==> config.mk <==
export PLATFORM = sky130hd
export DESIGN_NAME = line_burst_responder_flat
export DESIGN_NICKNAME = d
export VERILOG_FILES = /design/src/rtl/line_burst_responder_if.sv /design/src/rtl/line_burst_responder.sv /design/src/flat_wrapper.sv
export SDC_FILE = /design/constraint.sdc
export NUM_CORES = 1
export LEC_CHECK = 0
export ABC_CLOCK_PERIOD_IN_PS = 1900
export BUFFER_PORTS_ARGS = -buffer_cell sky130_fd_sc_hd__buf_2
export CELL_PAD_IN_SITES_DETAIL_PLACEMENT = 0
export CELL_PAD_IN_SITES_GLOBAL_PLACEMENT = 1
export CORE_MARGIN = 2
export CORE_UTILIZATION = 37
export DETAILED_ROUTE_END_ITERATION = 8
export PLACE_DENSITY_LB_ADDON = 0.1
export REMOVE_ABC_BUFFERS = 1
export SLEW_MARGIN = 10
export SYNTH_ARGS = -nofsm -noshare
export SYNTH_HDL_FRONTEND = slang
export SYNTH_SLANG_ARGS = --single-unit
==> constraint.sdc <==
create_clock -name ram_clk -period 1.9 [get_ports ram_clk]
set_input_delay 0 -clock ram_clk [delete_from_list [all_inputs] [get_ports ram_clk]]
set_output_delay 0 -clock ram_clk [all_outputs]
set_load 0.02 [all_outputs]
==> src/rtl/line_burst_responder_if.sv <==
// Word memory port between the line burst responder (master) and the word controller (slave).
interface line_burst_responder_if;
    logic [30:0] mem_addr_o;
    logic        mem_req_o;
    logic        mem_we_o;
    logic [15:0] mem_wdata_o;
    logic [15:0] mem_rdata_i;
    logic        mem_ack_i;

    modport master (
        output mem_addr_o,
        output mem_req_o,
        output mem_we_o,
        output mem_wdata_o,
        input  mem_rdata_i,
        input  mem_ack_i
    );

    modport slave (
        input  mem_addr_o,
        input  mem_req_o,
        input  mem_we_o,
        input  mem_wdata_o,
        output mem_rdata_i,
        output mem_ack_i
    );
endinterface

==> src/rtl/line_burst_responder.sv <==
// Expands cache-line read/write requests into WORDS single-word accesses with get/put strobes.
// Optional ack timeout with sticky error: define LINE_BURST_TIMEOUT_EN.
module line_burst_responder #(
    parameter int unsigned WORDS   = 128,
    parameter int unsigned SETTLE  = 2,
    parameter int unsigned TIMEOUT = 1023
) (
    input  logic                          ram_clk,
    input  logic                          rst,
    input  logic [23:0]                   ram_addr_i,
    input  logic                          ram_rd_i,
    input  logic                          ram_wr_i,
    input  logic [15:0]                   ram_din_i,
    output logic [15:0]                   ram_dout_o,
    output logic                          ram_get_o,
    output logic                          ram_put_o,
    line_burst_responder_if.master        mem,
    output logic                          busy_o,
    output logic                          err_o
);

    localparam int unsigned WL = $clog2(WORDS);
    localparam int unsigned SW = (SETTLE > 1) ? $clog2(SETTLE) : 1;

    typedef enum logic [2:0] {
        StIdle, StRreq, StRget, StWsettle, StWcap, StWreq, StHold
    } state_e;

    state_e      state_q;
    logic [23:0] line_q;
    logic [WL:0] word_q;
    logic [SW-1:0] settle_q;
    logic [15:0] dout_q;
    logic        get_q;
    logic        put_q;
    logic        req_q;
    logic        we_q;
    logic [30:0] addr_q;
    logic [15:0] wdata_q;
    logic        busy_q;

    logic [WL:0] word_nxt;
    logic        last_word;
    logic        tmo_hit;

    assign word_nxt  = word_q + 1'b1;
    // Counter carries a spare MSB; only the low bits identify the word within the line.
    assign last_word = (word_q[WL-1:0] == WL'(WORDS - 1));

`ifdef LINE_BURST_TIMEOUT_EN
    localparam int unsigned TW = $clog2(TIMEOUT + 1);

    logic [TW-1:0] tmo_q;
    logic          err_q;

    assign tmo_hit = req_q && !mem.mem_ack_i && (tmo_q == TW'(TIMEOUT - 1));
    assign err_o   = err_q;

    always_ff @(posedge ram_clk) begin
        if (rst || !req_q || mem.mem_ack_i || tmo_hit) begin
            tmo_q <= '0;
        end else begin
            tmo_q <= tmo_q + 1'b1;
        end
    end

    always_ff @(posedge ram_clk) begin
        if (rst) begin
            err_q <= 1'b0;
        end else if (tmo_hit) begin
            err_q <= 1'b1;
        end
    end
`else
    assign tmo_hit = 1'b0;
    assign err_o   = 1'b0;
`endif

    always_ff @(posedge ram_clk) begin
        if (rst) begin
            state_q  <= StIdle;
            line_q   <= '0;
            word_q   <= '0;
            settle_q <= '0;
            dout_q   <= '0;
            get_q    <= 1'b0;
            put_q    <= 1'b0;
            req_q    <= 1'b0;
            we_q     <= 1'b0;
            addr_q   <= '0;
            wdata_q  <= '0;
            busy_q   <= 1'b0;
        end else begin
            get_q <= 1'b0;
            put_q <= 1'b0;
            unique case (state_q)
                StIdle: begin
                    if (ram_wr_i) begin
                        line_q   <= ram_addr_i;
                        settle_q <= '0;
                        busy_q   <= 1'b1;
                        state_q  <= StWsettle;
                    end else if (ram_rd_i) begin
                        line_q  <= ram_addr_i;
                        req_q   <= 1'b1;
                        we_q    <= 1'b0;
                        addr_q  <= 31'({ram_addr_i, word_q[WL-1:0]});
                        busy_q  <= 1'b1;
                        state_q <= StRreq;
                    end
                end
                StRreq: begin
                    if (mem.mem_ack_i) begin
                        dout_q  <= mem.mem_rdata_i;
                        req_q   <= 1'b0;
                        state_q <= StRget;
                    end else if (tmo_hit) begin
                        // Keep the cache's strobe count intact with a recognisable filler word.
                        dout_q  <= 16'hDEAD;
                        req_q   <= 1'b0;
                        state_q <= StRget;
                    end
                end
                StRget: begin
                    get_q <= 1'b1;
                    if (last_word) begin
                        word_q  <= '0;
                        state_q <= StHold;
                    end else begin
                        word_q  <= word_nxt;
                        req_q   <= 1'b1;
                        addr_q  <= 31'({line_q, word_nxt[WL-1:0]});
                        state_q <= StRreq;
                    end
                end
                StWsettle: begin
                    if (settle_q == SW'(SETTLE - 1)) begin
                        settle_q <= '0;
                        put_q    <= 1'b1;
                        state_q  <= StWcap;
                    end else begin
                        settle_q <= settle_q + 1'b1;
                    end
                end
                StWcap: begin
                    wdata_q <= ram_din_i;
                    req_q   <= 1'b1;
                    we_q    <= 1'b1;
                    addr_q  <= 31'({line_q, word_q[WL-1:0]});
                    state_q <= StWreq;
                end
                StWreq: begin
                    if (mem.mem_ack_i || tmo_hit) begin
                        req_q <= 1'b0;
                        we_q  <= 1'b0;
                        if (last_word) begin
                            word_q  <= '0;
                            state_q <= StHold;
                        end else begin
                            word_q   <= word_nxt;
                            settle_q <= '0;
                            state_q  <= StWsettle;
                        end
                    end
                end
                StHold: begin
                    // Absorbs the cache's late request drop so no extra burst starts.
                    word_q <= '0;
                    if (!ram_rd_i && !ram_wr_i) begin
                        busy_q  <= 1'b0;
                        state_q <= StIdle;
                    end
                end
                default: state_q <= StIdle;
            endcase
        end
    end

    assign ram_dout_o      = dout_q;
    assign ram_get_o       = get_q;
    assign ram_put_o       = put_q;
    assign busy_o          = busy_q;
    assign mem.mem_addr_o  = addr_q;
    assign mem.mem_req_o   = req_q;
    assign mem.mem_we_o    = we_q;
    assign mem.mem_wdata_o = wdata_q;

endmodule

==> src/flat_wrapper.sv <==
// flat-port wrapper written by rule: the top's interface ports become plain ports
module line_burst_responder_flat 
#(
    parameter int unsigned WORDS   = 128,
    parameter int unsigned SETTLE  = 2,
    parameter int unsigned TIMEOUT = 1023
)
  (ram_clk, rst, ram_addr_i, ram_rd_i, ram_wr_i, ram_din_i, ram_dout_o, ram_get_o, ram_put_o, busy_o, err_o, mem_mem_addr_o, mem_mem_req_o, mem_mem_we_o, mem_mem_wdata_o, mem_mem_rdata_i, mem_mem_ack_i);
  line_burst_responder_if mem_i ();
  input  logic ram_clk;
  input  logic rst;
  input  logic [23:0] ram_addr_i;
  input  logic ram_rd_i;
  input  logic ram_wr_i;
  input  logic [15:0] ram_din_i;
  output logic [15:0] ram_dout_o;
  output logic ram_get_o;
  output logic ram_put_o;
  output logic busy_o;
  output logic err_o;
  output wire logic [$bits(mem_i.mem_addr_o)-1:0] mem_mem_addr_o;
  output wire logic [$bits(mem_i.mem_req_o)-1:0] mem_mem_req_o;
  output wire logic [$bits(mem_i.mem_we_o)-1:0] mem_mem_we_o;
  output wire logic [$bits(mem_i.mem_wdata_o)-1:0] mem_mem_wdata_o;
  input wire logic [$bits(mem_i.mem_rdata_i)-1:0] mem_mem_rdata_i;
  input wire logic [$bits(mem_i.mem_ack_i)-1:0] mem_mem_ack_i;
  assign mem_mem_addr_o = mem_i.mem_addr_o;
  assign mem_mem_req_o = mem_i.mem_req_o;
  assign mem_mem_we_o = mem_i.mem_we_o;
  assign mem_mem_wdata_o = mem_i.mem_wdata_o;
  assign mem_i.mem_rdata_i = mem_mem_rdata_i;
  assign mem_i.mem_ack_i = mem_mem_ack_i;
  line_burst_responder #(.WORDS(WORDS), .SETTLE(SETTLE), .TIMEOUT(TIMEOUT)) u_core (.ram_clk(ram_clk), .rst(rst), .ram_addr_i(ram_addr_i), .ram_rd_i(ram_rd_i), .ram_wr_i(ram_wr_i), .ram_din_i(ram_din_i), .ram_dout_o(ram_dout_o), .ram_get_o(ram_get_o), .ram_put_o(ram_put_o), .mem(mem_i), .busy_o(busy_o), .err_o(err_o));
endmodule
==> impl_metrics.json, run 1 <==
{
  "placed_area_um2": 5140,
  "die_w_um": 112,
  "synthTopCellsByArea": "dfxtp_1 48%, a21oi_1 11%, nand2_1 11%, mux2i_1 5.8%, o31ai_1 5.0%",
  "p_per_area_nw_per_um2": 1100,
  "io_pins": 130,
  "setup_viol": 0,
  "path_class": "flop to flop",
  "fin_crit_ns": 1.76,
  "swShare": 0.342,
  "layout_common_cells": "128 x buf_2, 126 x nand2_1, 103 x dfxtp_1",
  "critPathLaunchType": "flop",
  "synth-seq-cells": 103,
  "cp-end-kind": "flop",
  "synth_edf_count": 0,
  "final_area_um2": 5990,
  "max-vdd-ir-drop_mv": 0.583,
  "internal_power_mw": 4.35,
  "cts_sinks": 103,
  "netlist_instances": 510,
  "die_area_um2": 12600,
  "firstDrtPassIters": 4,
  "routed_wl_mm": 12.2,
  "syn_area_um2": 4320,
  "ys.flop_type": "dfxtp_1",
  "slew_viol_final": 0,
  "worst_slew_pin_slew_ns": 0.613,
  "synth_cell_types": 46,
  "clock-skew-final_ns": 0.00570,
  "drive_above_1_share": 0.258,
  "clkTransAtPathRegs_ns": 0.07,
  "cp.required_ns": 2.10,
  "insertion_delay_ns": 0.34,
  "wl_per_cell_um": 14.6,
  "yosys_warnings": 0,
  "via_per_inst": 5.07,
  "cts_tree": "done",
  "p_clk_frac": 0.277,
  "layout_commonest_cell": "buf_2",
  "rsz0062_at_grt": "no",
  "antenna_found_initial": 0,
  "synth_area_per_cell_um2": 8.47,
  "grtUsageTotal": 0.192,
  "cts_buffers": 9,
  "grt_max_degree": 43,
  "areaGrowthSynthToFinish_pct": 38.8,
  "seqPwrFrac": 0.404,
  "hpwl_mm": 7.65,
  "final.fill_count": 1090,
  "core_um2": 11400,
  "synthArstFlopShare": 0,
  "drc_errors": 0,
  "yosysTopAreaCellShare": 0.477,
  "synth-seq-area-share": 0.477,
  "cts_root_buf": "clkbuf_16",
  "detail-route-antenna-nets": 0,
  "initial_core_util": 0.378,
  "grt_pass1_wl_mm": 20.0,
  "worstPathMaxFanout": 30,
  "hp-class": "input port to flop",
  "vias": 4229,
  "grt_pass1_vias": 4163,
  "regArea_um2": 2060,
  "fmax_mhz": 570,
  "dieHeight_um": 112,
  "power.share.combinational": 0.319,
  "row_count": 39,
  "port-buffer-count": 128,
  "cap_violations": 0,
  "nNetsFinal": 748,
  "multi_input_area_um2": 2050,
  "final_hold_viol_count": 0,
  "clk_path_buf_depth": 2,
  "antennaDiodeCount": 0,
  "max_slew_margin": 0.590,
  "drt_iter0_drc": 191,
  "yosysTopAreaCell": "dfxtp_1",
  "gp_congestion": 0.841,
  "postCtsSetupBuffers": 0,
  "htree_num_levels": 3,
  "power.leakage_nw": 2.53,
  "finalCritPeriodShare": 0.924,
  "switching_power_mw": 2.26,
  "fin_setup_tns_ns": 0,
  "status": "finished clean",
  "cp.arrival_ns": 1.95,
  "globalRouteOverflowTotal": 0
}
area by class of cell:
cell class	count	share of cell area
sequential	103	0.344
multi-input combinational	363	0.342
timing repair buffer	205	0.233
clock buffer	12	0.0395
tap	143	0.0299
clock inverter	4	0.00877
inverter	4	0.00251
cells in the mapped netlist, types with 2 or more instances:
cell type	n
a211oi_1	3
a211oi_2	2
a21oi_1	95
a21oi_4	2
a22oi_1	2
a311oi_1	5
a41oi_1	2
and2_1	3
and3_1	3
buf_2	6
buf_4	9
buf_6	3
clkbuf_1	21
dfxtp_1	103
inv_1	3
mux2i_1	25
nand2_1	126
nand2b_1	5
nand3_1	5
nor2_1	10
nor2b_1	2
nor3_1	10
o211ai_1	2
o21a_1	2
o21ai_0	7
o31ai_1	29
or3_1	3
xnor2_1	4
timing repair:
action                                  in CTS  in global routing
endpoints found under the setup margin       0                  2
hold endpoints to repair                    78                  0
hold buffers                                56                  0
gates resized for setup                      0                  3
sequential cells by signal, indices dropped and copies added, names as in the netlist, 3 cells and up:
register                count
u_core.mem.mem_wdata_o     16
u_core.mem.mem_addr_o      31
u_core.state_q              3
u_core.word_q               7
u_core.ram_dout_o          16
u_core.line_q              24
layer usage:
layer  global-route usage  routed length (um)  up-vias
met3               0.0497                 819        4
met2                0.328                5760      120
met4               0.0415                  60        0
met5                    0                   0        -
met1                0.246                5540     1964
li1                     -                   -     2141
metrics by stage:
step	hold WS, ns	std cells	setup slack [ns]	utilization	power [mW]
final	0.0254	834	0.144	0.525	6.61
after global routing	0.0522	834	0.0193	0.525	6.98
after CTS	0.00973	834	0.0846	0.524	6.67
after detailed placement	0.246	762	0.0967	0.450	4.74
after global placement	0.239	762	0.127	0.450	4.71
after floorplan	0.0646	470	-0.359	-	3.92
cell families (layout without fill, tap and decap cells):
logic type / count (synthesis) / count (layout) / share of synthesized area
buffers and inverters: 44 / 225 / 0.0530
xor gates and xnor gates: 5 / 5 / 0.0101
AOI/OAI and AO/OA: 158 / 158 / 0.227
muxes: 25 / 25 / 0.0579
and+or+nand+nor: 173 / 173 / 0.171
DFF: 103 / 103 / 0.477
other: 1 / 1 / 0.000868
adders and majority gates: 1 / 1 / 0.00290
power groups by stage:
stage	Combinational (mW)	Clock [mW]	Sequential, mW
2_1_floorplan	0.923	0	3.00
3_3_place_gp	2.00	0	2.71
3_5_place_dp	2.02	0	2.72
4_1_cts	2.12	1.88	2.67
5_1_grt	2.31	1.97	2.70
6_report	2.11	1.83	2.67
path summary, 6_finish.rpt:
path | endpoint | from | depth (start not counted) | slack (ns)
max | u_core.mem.mem_addr_o[1] | u_core.state_q[0] | 5 | 0.14
min | u_core.busy_o | ram_rd_i | 3 | 0.03
max reg2reg | u_core.mem.mem_addr_o[1] | u_core.state_q[0] | 5 | 0.14
min reg2reg | u_core.mem.mem_wdata_o[13] | u_core.mem.mem_wdata_o[13] | 2 | 0.45
critical path: stages (launching register included):
cell      delay, ns
dfxtp_1        0.35
buf_12         0.16
nor2_1         0.27
o21a_1         0.28
or2_4          0.41
a311oi_1       0.14
Note: power is estimated with default switching activity, not from simulation.
==> inputs of run 2 (changes only) <==
--- a/config.mk
+++ b/config.mk
@@ -12,6 +12,7 @@
 export CORE_MARGIN = 2
 export CORE_UTILIZATION = 37
 export DETAILED_ROUTE_END_ITERATION = 8
+export GPL_TIMING_DRIVEN = 0
 export PLACE_DENSITY_LB_ADDON = 0.1
 export REMOVE_ABC_BUFFERS = 1
 export SLEW_MARGIN = 10
==> run 2 against run 1 <==
Non-clock buffer count shrank 4. Clock power fell by 5%. Combinational power increased by 3%. Largest cell class is now multi-input gates. Cell area increased by 1.0%. Sequential cell count stayed put. Power grew 0.23%. Maximum frequency hardly changed. Utilization increased by 0.55 points. Die area is the same. Critical endpoint is now u_core.mem.mem_addr_o[13]. Critical path depth is 1 lower.
==> impl_metrics.json, run 2 (synthesis results as in run 1) <==
{
  "status": "finished clean",
  "grt_pass1_vias": 4168,
  "nNetsFinal": 748,
  "die_area_um2": 12600,
  "cp.required_ns": 2.19,
  "cts_sinks": 103,
  "hp-class": "input port to flop",
  "antenna_found_initial": 0,
  "slew_viol_final": 0,
  "power.leakage_nw": 2.52,
  "worst_slew_pin_slew_ns": 0.638,
  "power_mw": 6.63,
  "critPathLaunchType": "flop",
  "htree_num_levels": 3,
  "antennaDiodeCount": 0,
  "use_met3": 0.0632,
  "clkTransAtPathRegs_ns": 0.07,
  "use_met1": 0.255,
  "path_class": "flop to flop",
  "cts_tree": "done",
  "routed_wl_mm": 12.7,
  "rsz0062_at_grt": "no",
  "fin_crit_ns": 1.76,
  "gp_congestion": 0.767,
  "holdPathStages": 3,
  "met2_usage": 0.344,
  "wl_per_cell_um": 15.2,
  "io_pins": 130,
  "detail-route-antenna-nets": 0,
  "via_per_inst": 5.01,
  "grt_max_degree": 42,
  "cap_violations": 0,
  "clk_path_buf_depth": 2,
  "cts_root_buf": "clkbuf_16",
  "grt_pass1_wl_mm": 20.7,
  "drt_iter0_drc": 252,
  "drive_above_1_share": 0.269,
  "vias": 4180,
  "final_core_util": 0.530,
  "cp.arrival_ns": 2.04,
  "core_um2": 11400,
  "largest_reg_flops": 31,
  "layout_commonest_cell": "buf_2",
  "globalRouteOverflowTotal": 0,
  "reg2reg_depth": 4,
  "setup_viol": 0,
  "drc_errors": 0,
  "hpwl_mm": 7.29,
  "clock-skew-final_ns": 0.00504,
  "crit_cells": 4,
  "critical-path-slowest-cell": "a21oi_4",
  "row_count": 39,
  "max_slew_margin": 0.572,
  "dieHeight_um": 112,
  "insertion_delay_ns": 0.35,
  "p_per_area_nw_per_um2": 1090,
  "worst-path-buf-inv": 0,
  "max-vdd-ir-drop_mv": 0.726,
  "cts_buffers": 9,
  "grtUsageTotal": 0.203,
  "port-buffer-count": 128,
  "final.fill_count": 1099,
  "die_w_um": 112,
  "cp-end-kind": "flop",
  "fmax_mhz": 570,
  "path_cells": "or3b_4, a21oi_4, o31ai_1, a21oi_1",
  "final_hold_viol_count": 0,
  "critical-path-max-stage-delay_ns": 0.51,
  "finalCritPeriodShare": 0.924,
  "areaGrowthSynthToFinish_pct": 40.2,
  "initial_core_util": 0.378,
  "worstPathMaxFanout": 21,
  "top_usage_layer": "met2",
  "layout_common_cells": "127 x buf_2, 126 x nand2_1, 100 x dfxtp_1",
  "firstDrtPassIters": 4,
  "path_delay_family": "compound AO/OA/AOI/OAI gates"
}
-- run 2: cell count changes in the layout (fill, tap and decap cells not counted), sizes merged, moves of 2 or more --
| cell | change |
|---|---|
| buf | -5 |
| clkinv | +4 |
| a21oi | +2 |
| clkbuf | -2 |
| inv | -2 |
-- run 2: worst reg2reg max path, cell delays in order (launching register included) --
cell     delay, ns
dfxtp_4       0.43
or3b_4        0.49
a21oi_4       0.51
o31ai_1       0.14
a21oi_1       0.13
-- run 2: worst paths after layout --
check | startpoint | endpoint | slack, ns
worst min register to register | u_core.mem.mem_wdata_o[0] | u_core.mem.mem_wdata_o[0] | 0.45
worst max register to register | u_core.state_q[2] | u_core.mem.mem_addr_o[13] | 0.14
worst min-delay path | ram_wr_i | u_core.busy_o | 0.03
worst max-delay path | u_core.state_q[2] | u_core.mem.mem_addr_o[13] | 0.14
-- run 2: layout make-up --
class / count / area, um2 / area share
clock buffer: 10 / 239 / 0.0395
multi-input combinational: 367 / 2120 / 0.350
timing repair buffer: 201 / 1400 / 0.230
inverter: 4 / 15.0 / 0.00248
tap: 143 / 179 / 0.0295
clock inverter: 6 / 36.3 / 0.00599
sequential: 103 / 2070 / 0.342
-- run 2: timing repair --
action | CTS | global route
hold buffers | 57 | 0
setup endpoints to repair | 85 | 35
resized for setup | 12 | 5
setup buffers | 5 | 5
hold endpoints to repair | 81 | 0
gates cloned | 4 | 0
pin swaps | 3 | 1
-- run 2: metrics by stage --
step,setup TNS (ns),setup slack (ns),hold WS [ns],cells,cell area (um2)
after floorplan,-11.17,-0.359,0.0646,470,4110
after global placement,-82.63,-1.16,0.240,741,4920
after detailed placement,-40.55,-1.17,0.245,747,5010
after CTS,0,0.0105,0.0182,829,5990
after global routing,0,0.0293,0.0633,834,6060
final,0,0.144,0.0261,834,6060
-- run 2: where the power goes --
group	internal, mW	total (mW)	switching, mW
logic	0.880	2.18	1.30
registers	2.49	2.71	0.222
clock network	0.917	1.73	0.813
-- run 2: metal layers --
layer / part of all wire / vias up / wire length, um
met1: 0.46 / 1916 / 5790
met4: 0.0083 / 0 / 106
met5: 0 / - / 0
met2: 0.47 / 113 / 6030
met3: 0.062 / 7 / 790
li1: - / 2144 / -
